--- src/rtl/uart_pkg.sv ---
// rtl/uart_pkg.sv - shared UART definitions: FSM state encoding, parity types, majority helper
package uart_pkg;

    typedef enum logic [2:0] {
        IDLE   = 3'd0,
        START  = 3'd1,
        DATA   = 3'd2,
        PARITY = 3'd3,
        STOP   = 3'd4
    } uart_state_e;

    localparam logic PAR_EVEN = 1'b0;
    localparam logic PAR_ODD  = 1'b1;

    function automatic logic majority3(input logic a, input logic b, input logic c);
        return (a & b) | (a & c) | (b & c);
    endfunction

endpackage

--- src/rtl/uart_rx_sampler.sv ---
// rtl/uart_rx_sampler.sv - per-bit oversampling counter with three-sample majority vote
module uart_rx_sampler
    import uart_pkg::*;
#(
    parameter int PRESCALE_W = 6
) (
    input  logic                  clk,
    input  logic                  rst,
    input  logic                  run,
    input  logic                  rx_in,
    input  logic [PRESCALE_W-1:0] prescale,
    output logic                  bit_done,
    output logic                  bit_val
);

    logic [PRESCALE_W-1:0] edge_cnt_q, edge_cnt_d;
    logic [2:0]            samp_q, samp_d;
    logic [PRESCALE_W-1:0] half;
    logic [PRESCALE_W-1:0] last;

    // Edge counter and sample capture; the three samples straddle the bit centre
    always_comb begin
        half       = prescale >> 1;
        last       = prescale - PRESCALE_W'(1);
        edge_cnt_d = '0;
        samp_d     = samp_q;
        if (run) begin
            if (edge_cnt_q == last) begin
                edge_cnt_d = '0;
            end else begin
                edge_cnt_d = edge_cnt_q + PRESCALE_W'(1);
            end
            if (edge_cnt_q == half - PRESCALE_W'(1)) begin
                samp_d[0] = rx_in;
            end
            if (edge_cnt_q == half) begin
                samp_d[1] = rx_in;
            end
            if (edge_cnt_q == half + PRESCALE_W'(1)) begin
                samp_d[2] = rx_in;
            end
        end
        bit_done = run && (edge_cnt_q == last);
        bit_val  = majority3(samp_q[0], samp_q[1], samp_q[2]);
    end

    // Sampler state registers
    always_ff @(posedge clk) begin
        if (rst) begin
            edge_cnt_q <= '0;
            samp_q     <= '0;
        end else begin
            edge_cnt_q <= edge_cnt_d;
            samp_q     <= samp_d;
        end
    end

endmodule

--- src/rtl/uart_rx.sv ---
// rtl/uart_rx.sv - UART receiver: frame FSM, data shift register, parity/stop checks, output pulses
module uart_rx
    import uart_pkg::*;
#(
    parameter int DATA_WIDTH = 8,
    parameter int PRESCALE_W = 6
) (
    input  logic                  CLK,
    input  logic                  RST,
    input  logic                  RX_IN,
    input  logic [PRESCALE_W-1:0] Prescale,
    input  logic                  PAR_EN,
    input  logic                  PAR_TYP,
    output logic [DATA_WIDTH-1:0] P_DATA,
    output logic                  Data_valid,
    output logic                  Parity_error,
    output logic                  Stop_error
);

    localparam int BCW = (DATA_WIDTH > 1) ? $clog2(DATA_WIDTH) : 1;

    uart_state_e           state_q, state_d;
    logic [BCW-1:0]        bit_cnt_q, bit_cnt_d;
    logic [DATA_WIDTH-1:0] shift_q, shift_d;
    logic [DATA_WIDTH-1:0] p_data_q, p_data_d;
    logic [PRESCALE_W-1:0] prescale_q, prescale_d;
    logic                  par_en_q, par_en_d;
    logic                  par_typ_q, par_typ_d;
    logic                  par_err_q, par_err_d;
    logic                  data_valid_q, data_valid_d;
    logic                  parity_error_q, parity_error_d;
    logic                  stop_error_q, stop_error_d;

    logic                  run;
    logic                  bit_done;
    logic                  bit_val;
    logic [PRESCALE_W-1:0] ps_use;

    // The start-edge cycle already counts as edge 0, so the sampler runs on it with the live Prescale
    always_comb begin
        run    = (state_q != IDLE) || !RX_IN;
        ps_use = (state_q == IDLE) ? Prescale : prescale_q;
    end

    uart_rx_sampler #(
        .PRESCALE_W(PRESCALE_W)
    ) u_sampler (
        .clk      (CLK),
        .rst      (RST),
        .run      (run),
        .rx_in    (RX_IN),
        .prescale (ps_use),
        .bit_done (bit_done),
        .bit_val  (bit_val)
    );

    // Frame sequencing, data assembly and checks; output pulses land the cycle after the stop decision
    always_comb begin
        state_d        = state_q;
        bit_cnt_d      = bit_cnt_q;
        shift_d        = shift_q;
        p_data_d       = p_data_q;
        prescale_d     = prescale_q;
        par_en_d       = par_en_q;
        par_typ_d      = par_typ_q;
        par_err_d      = par_err_q;
        data_valid_d   = 1'b0;
        parity_error_d = 1'b0;
        stop_error_d   = 1'b0;
        case (state_q)
            IDLE: begin
                if (!RX_IN) begin
                    state_d    = START;
                    prescale_d = Prescale;
                    par_en_d   = PAR_EN;
                    par_typ_d  = PAR_TYP;
                    par_err_d  = 1'b0;
                    bit_cnt_d  = '0;
                end
            end
            START: begin
                if (bit_done) begin
                    state_d = bit_val ? IDLE : DATA;
                end
            end
            DATA: begin
                if (bit_done) begin
                    shift_d = {bit_val, shift_q[DATA_WIDTH-1:1]};
                    if (bit_cnt_q == BCW'(DATA_WIDTH - 1)) begin
                        bit_cnt_d = '0;
                        state_d   = par_en_q ? PARITY : STOP;
                    end else begin
                        bit_cnt_d = bit_cnt_q + BCW'(1);
                    end
                end
            end
            PARITY: begin
                if (bit_done) begin
                    par_err_d = bit_val != ((^shift_q) ^ (par_typ_q == PAR_ODD));
                    state_d   = STOP;
                end
            end
            STOP: begin
                if (bit_done) begin
                    state_d        = IDLE;
                    stop_error_d   = !bit_val;
                    parity_error_d = par_err_q;
                    data_valid_d   = bit_val && !par_err_q;
                    if (bit_val && !par_err_q) begin
                        p_data_d = shift_q;
                    end
                end
            end
            default: begin
                state_d = IDLE;
            end
        endcase
    end

    // Receiver state and registered outputs
    always_ff @(posedge CLK) begin
        if (RST) begin
            state_q        <= IDLE;
            bit_cnt_q      <= '0;
            shift_q        <= '0;
            p_data_q       <= '0;
            prescale_q     <= '0;
            par_en_q       <= 1'b0;
            par_typ_q      <= 1'b0;
            par_err_q      <= 1'b0;
            data_valid_q   <= 1'b0;
            parity_error_q <= 1'b0;
            stop_error_q   <= 1'b0;
        end else begin
            state_q        <= state_d;
            bit_cnt_q      <= bit_cnt_d;
            shift_q        <= shift_d;
            p_data_q       <= p_data_d;
            prescale_q     <= prescale_d;
            par_en_q       <= par_en_d;
            par_typ_q      <= par_typ_d;
            par_err_q      <= par_err_d;
            data_valid_q   <= data_valid_d;
            parity_error_q <= parity_error_d;
            stop_error_q   <= stop_error_d;
        end
    end

    assign P_DATA       = p_data_q;
    assign Data_valid   = data_valid_q;
    assign Parity_error = parity_error_q;
    assign Stop_error   = stop_error_q;

endmodule

--- config.mk ---
export PLATFORM = sky130hd
export DESIGN_NAME = uart_rx
export DESIGN_NICKNAME = d
export VERILOG_FILES = /design/src/rtl/uart_pkg.sv /design/src/rtl/uart_rx_sampler.sv /design/src/rtl/uart_rx.sv
export SDC_FILE = /design/constraint.sdc
export NUM_CORES = 1
export LEC_CHECK = 0
export CORE_MARGIN = 2
export CORE_UTILIZATION = 37
export DETAILED_ROUTE_END_ITERATION = 8
export GPL_TIMING_DRIVEN = 0
export PLACE_DENSITY = 0.53
export SLEW_MARGIN = 20
export SYNTH_ARGS = -nofsm -noshare
export SYNTH_HDL_FRONTEND = slang
export SYNTH_SLANG_ARGS = --single-unit
--- constraint.sdc ---
create_clock -name CLK -period 4.02 [get_ports CLK]
set_clock_uncertainty 0.05 [all_clocks]
set_input_delay 1.005 -clock CLK [delete_from_list [all_inputs] [get_ports CLK]]
set_output_delay 1.005 -clock CLK [all_outputs]
set_load 0.01 [all_outputs]
==> results by group <==
Timing
  – Hold Vio Cnt, Final: 0
  – Final setup fails: 0
  – RSZ-0062 raised after global routing: false
  – Measured slew at the worst slew-check pin: between 0.7 and 0.8 ns
  – Setup ws final: slightly below 0.4 ns
  – Slew margin rel.: between 40% and 50%
  – Post-layout minimum cycle time: 3.62 ns
  – Max-slew violations: 0
  – Worst hold margin: between 0.4 and 0.5 ns
  – Fmax: 0.276 GHz
  – Share of the cycle needed by the critical path after routing: about 90%

Clock tree
  – CTS max path bufs: 2
  – Root buffer cell: clkbuf_8
  – Clock sinks: 43
  – CTS Buf Count: 5
  – Clock latency on the worst-skew pair: 0.30 ns
  – Clk slew on worst S/H paths: 0.08 ns
  – # hold bufs at CTS: 0
  – H-tree levels: 2
  – CTS tree: done

Power
  – Worst IR drop on VDD: between 0.1 and 0.15 mV
  – Leakage: between 0.001 and 0.0015 uW
  – Power per standard cell area: 303 mW/mm^2

Layout
  – Most frequent cells in the layout: dfxtp_1, nand2b_1, nand2_1
  – Nets: roughly 360
  – Commonest non-fill, non-tap cell in the layout: dfxtp_1
  – P&R area growth vs syn: 15.2%
  – Filler-free cell count of the finished design: roughly 450
  – Antenna Cells: 0
  – Layout cells sized above 1: 13.6%

Worst setup path
  – Critical path type: input pin to flip-flop
  – CP Data Required Time: 4.16 ns
  – CP Capture Type: flip-flop
  – Startpoint types: input pin
  – Crit-path max FO: 10
  – Flop2flop setup slack: 0.45 ns
  – Worst path arrival time: roughly 3.8 ns

Logic synthesis
  – Syn Nets: 334
  – Avg Cell Area, Syn: slightly above 9 um^2
  – Syn. warnings: 0
  – Synth Area in Adders: under 10%
  – Number of synthesized register bits: 43
  – Compound-Gate Fraction of Synth Area: between 10% and 20%
  – Largest family of logic cells by synthesized area: simple AND/OR/NAND/NOR gates
  – Synthesized instance count: approximately 320
  – Post-synthesis xor/xnor area fraction: 7.68%
  – Simple-gate portion of the synthesized area: 32.0%
  – Asr flop ratio synth: 0%
  – Sequential share of the synthesized area: 29.2%
  – Number of synthesized flops with an enable pin: 0
  – Cell area after synthesis: approximately 0.0030 mm^2
  – Main synth FF type: dfxtp_1
  – Post-synthesis cell type count: between 60 and 70
  – Post-synthesis mux area share: approximately 10%

Die
  – Initial core utilization: a little under two fifths
  – Die Area: 0.00870 mm^2
  – Die width: 93.3 um
  – Row count: 32
  – Die height: 93.3 um
  – Core Area: 0.00773 mm^2
  – I/O pin cnt: 22

Global route
  – Gr usage total: between 10% and 20%
  – Largest net degree at the start of global routing: 15
  – Total grt overflow: 0
  – First-pass GRT wire length: roughly 12 mm
  – Initial antenna violation count: 0
  – Vias in the first global route: about 2300

Routing
  – Initial detailed-routing violation count: 103
  – Detail Route Antenna Nets: 0
  – Routed WL: 7.10 mm
  – Vias per cell: around 5.3
  – TritonRoute pass-1 iters: 4
  – Routed WL per cell: 15.9 um
  – Vias: 2368
  – # DRC: 0

Place
  – Pre-CTS WS: -0.428 ns
  – Dpl cells: ~440
  – Post-DP HPWL: roughly 5.4 mm
  – RePlAce Congestion: around 0.94
  – Port-buffer cells: 19

Outcome
  – Status: finished, final reports clean

Run
  – Max-Cap Viols: 0

Min path
  – Hold Crit Class: flip-flop to flip-flop
## path summary, 6_finish.rpt
check | startpoint | to | cells after the start
setup / recovery | Prescale[1] | state_q[1] | 12
hold / removal | bit_cnt_q[1] | bit_cnt_q[1] | 2
hold reg to reg | bit_cnt_q[1] | bit_cnt_q[1] | 2
setup reg to reg | state_q[1] | state_q[2] | 13
## worst max-delay path, cell delays in order
cell and delay (ns):
dlymetal6s2s_1 0.27, or4b_1 0.54, and2_1 0.19, ha_1 0.25, nor3b_1 0.19, mux2i_2 0.27, o311ai_2 0.15, xnor2_2 0.16
buf_4 0.17, and3_1 0.19, buf_6 0.15, a32o_1 0.22
## power by group
group          leakage (uW)  internal [uW]  switching (uW)
sequential         0.000348            435            10.1
combinational      0.000843            110             138
clock             0.0000581            185             151
## what timing repair did
action	CTS	global route
pin swaps	1	0
cloned	0	0
setup buffers	2	0
gates resized for setup	0	1
endpoints found under the setup margin	29	22
## cells in the mapped netlist, types with 2 or more instances
master | number | area (um^2)
xor2_1 | 2 | 17.5
inv_1 | 9 | 33.8
or4b_1 | 2 | 20.0
dfxtp_1 | 43 | 861
nor2_1 | 11 | 41.3
o21ai_0 | 2 | 10.0
buf_6 | 8 | 90.1
mux2i_1 | 23 | 230
o31ai_1 | 2 | 15.0
mux2_2 | 2 | 22.5
nand4_1 | 5 | 31.3
and2_1 | 4 | 25.0
a311oi_1 | 2 | 17.5
nor4_2 | 5 | 62.6
a2111oi_1 | 2 | 20.0
nand3_1 | 9 | 45.0
nor3b_1 | 12 | 90.1
nor3_1 | 9 | 45.0
clkbuf_1 | 12 | 45.0
and3_1 | 2 | 12.5
xnor2_1 | 22 | 193
a21oi_1 | 10 | 50.1
nor4_1 | 3 | 18.8
buf_1 | 2 | 7.51
nor2_4 | 2 | 22.5
nand2b_1 | 27 | 169
a211oi_1 | 3 | 22.5
nand2_1 | 25 | 93.8
a31o_1 | 2 | 17.5
nor4b_2 | 6 | 90.1
o211ai_1 | 3 | 22.5
o31a_1 | 6 | 52.6
o21ai_1 | 3 | 15.0
nor4b_4 | 2 | 47.6
ha_1 | 6 | 75.1
## logic make-up (layout without fill, tap and decap cells)
group                    Yosys count  after routing
adder cells (fa/ha/maj)            7              7
multiplexers                      28             28
buffers and inverters             32             61
AND/OR/NAND/NOR                  137            137
AO/OA/AOI/OAI                     45             45
flip-flops                        43             43
XOR/XNOR                          25             25
## routing by layer
layer	vias to the layer above	GRT usage, %	share of wire, %
met1	1130	22.2	46
met2	32	28.8	49
met5	-	0	0
li1	1202	-	-
met3	4	3.06	3.4
met4	0	5.15	1.0
## state kept, by name, summed over array words and instances, names as in the netlist
register,count
prescale_q,6
Parity_error,1
par_err_q,1
par_typ_q,1
state_q,3
P_DATA,8
Stop_error,1
shift_q,8
u_sampler.samp_q,3
Data_valid,1
u_sampler.edge_cnt_q,6
par_en_q,1
bit_cnt_q,3
## per-stage QoR
stage	setup TNS, ns	instance area [um^2]	total power (uW)	util [%]
finish	0	3400	1030	44.0
floorplan	0	2950	639	-
detailed placement	-11.36	3270	695	42.3
global placement	-11.84	3270	695	42.3
CTS	0	3400	1040	43.9
global route	0	3400	1080	44.0
## final cells by class
| cell class | instances | area, um^2 |
|---|---|---|
| clock inverters | 3 | 43.8 |
| flip-flops and latches | 43 | 861 |
| clock buffers | 5 | 68.8 |
| well taps | 102 | 128 |
| multi-input cells | 242 | 1910 |
| plain buffers | 22 | 143 |
| fillers | 788 | 4330 |
| repair buffers | 21 | 208 |
| inverters | 10 | 37.5 |
Power figures use the tool's default switching activity.
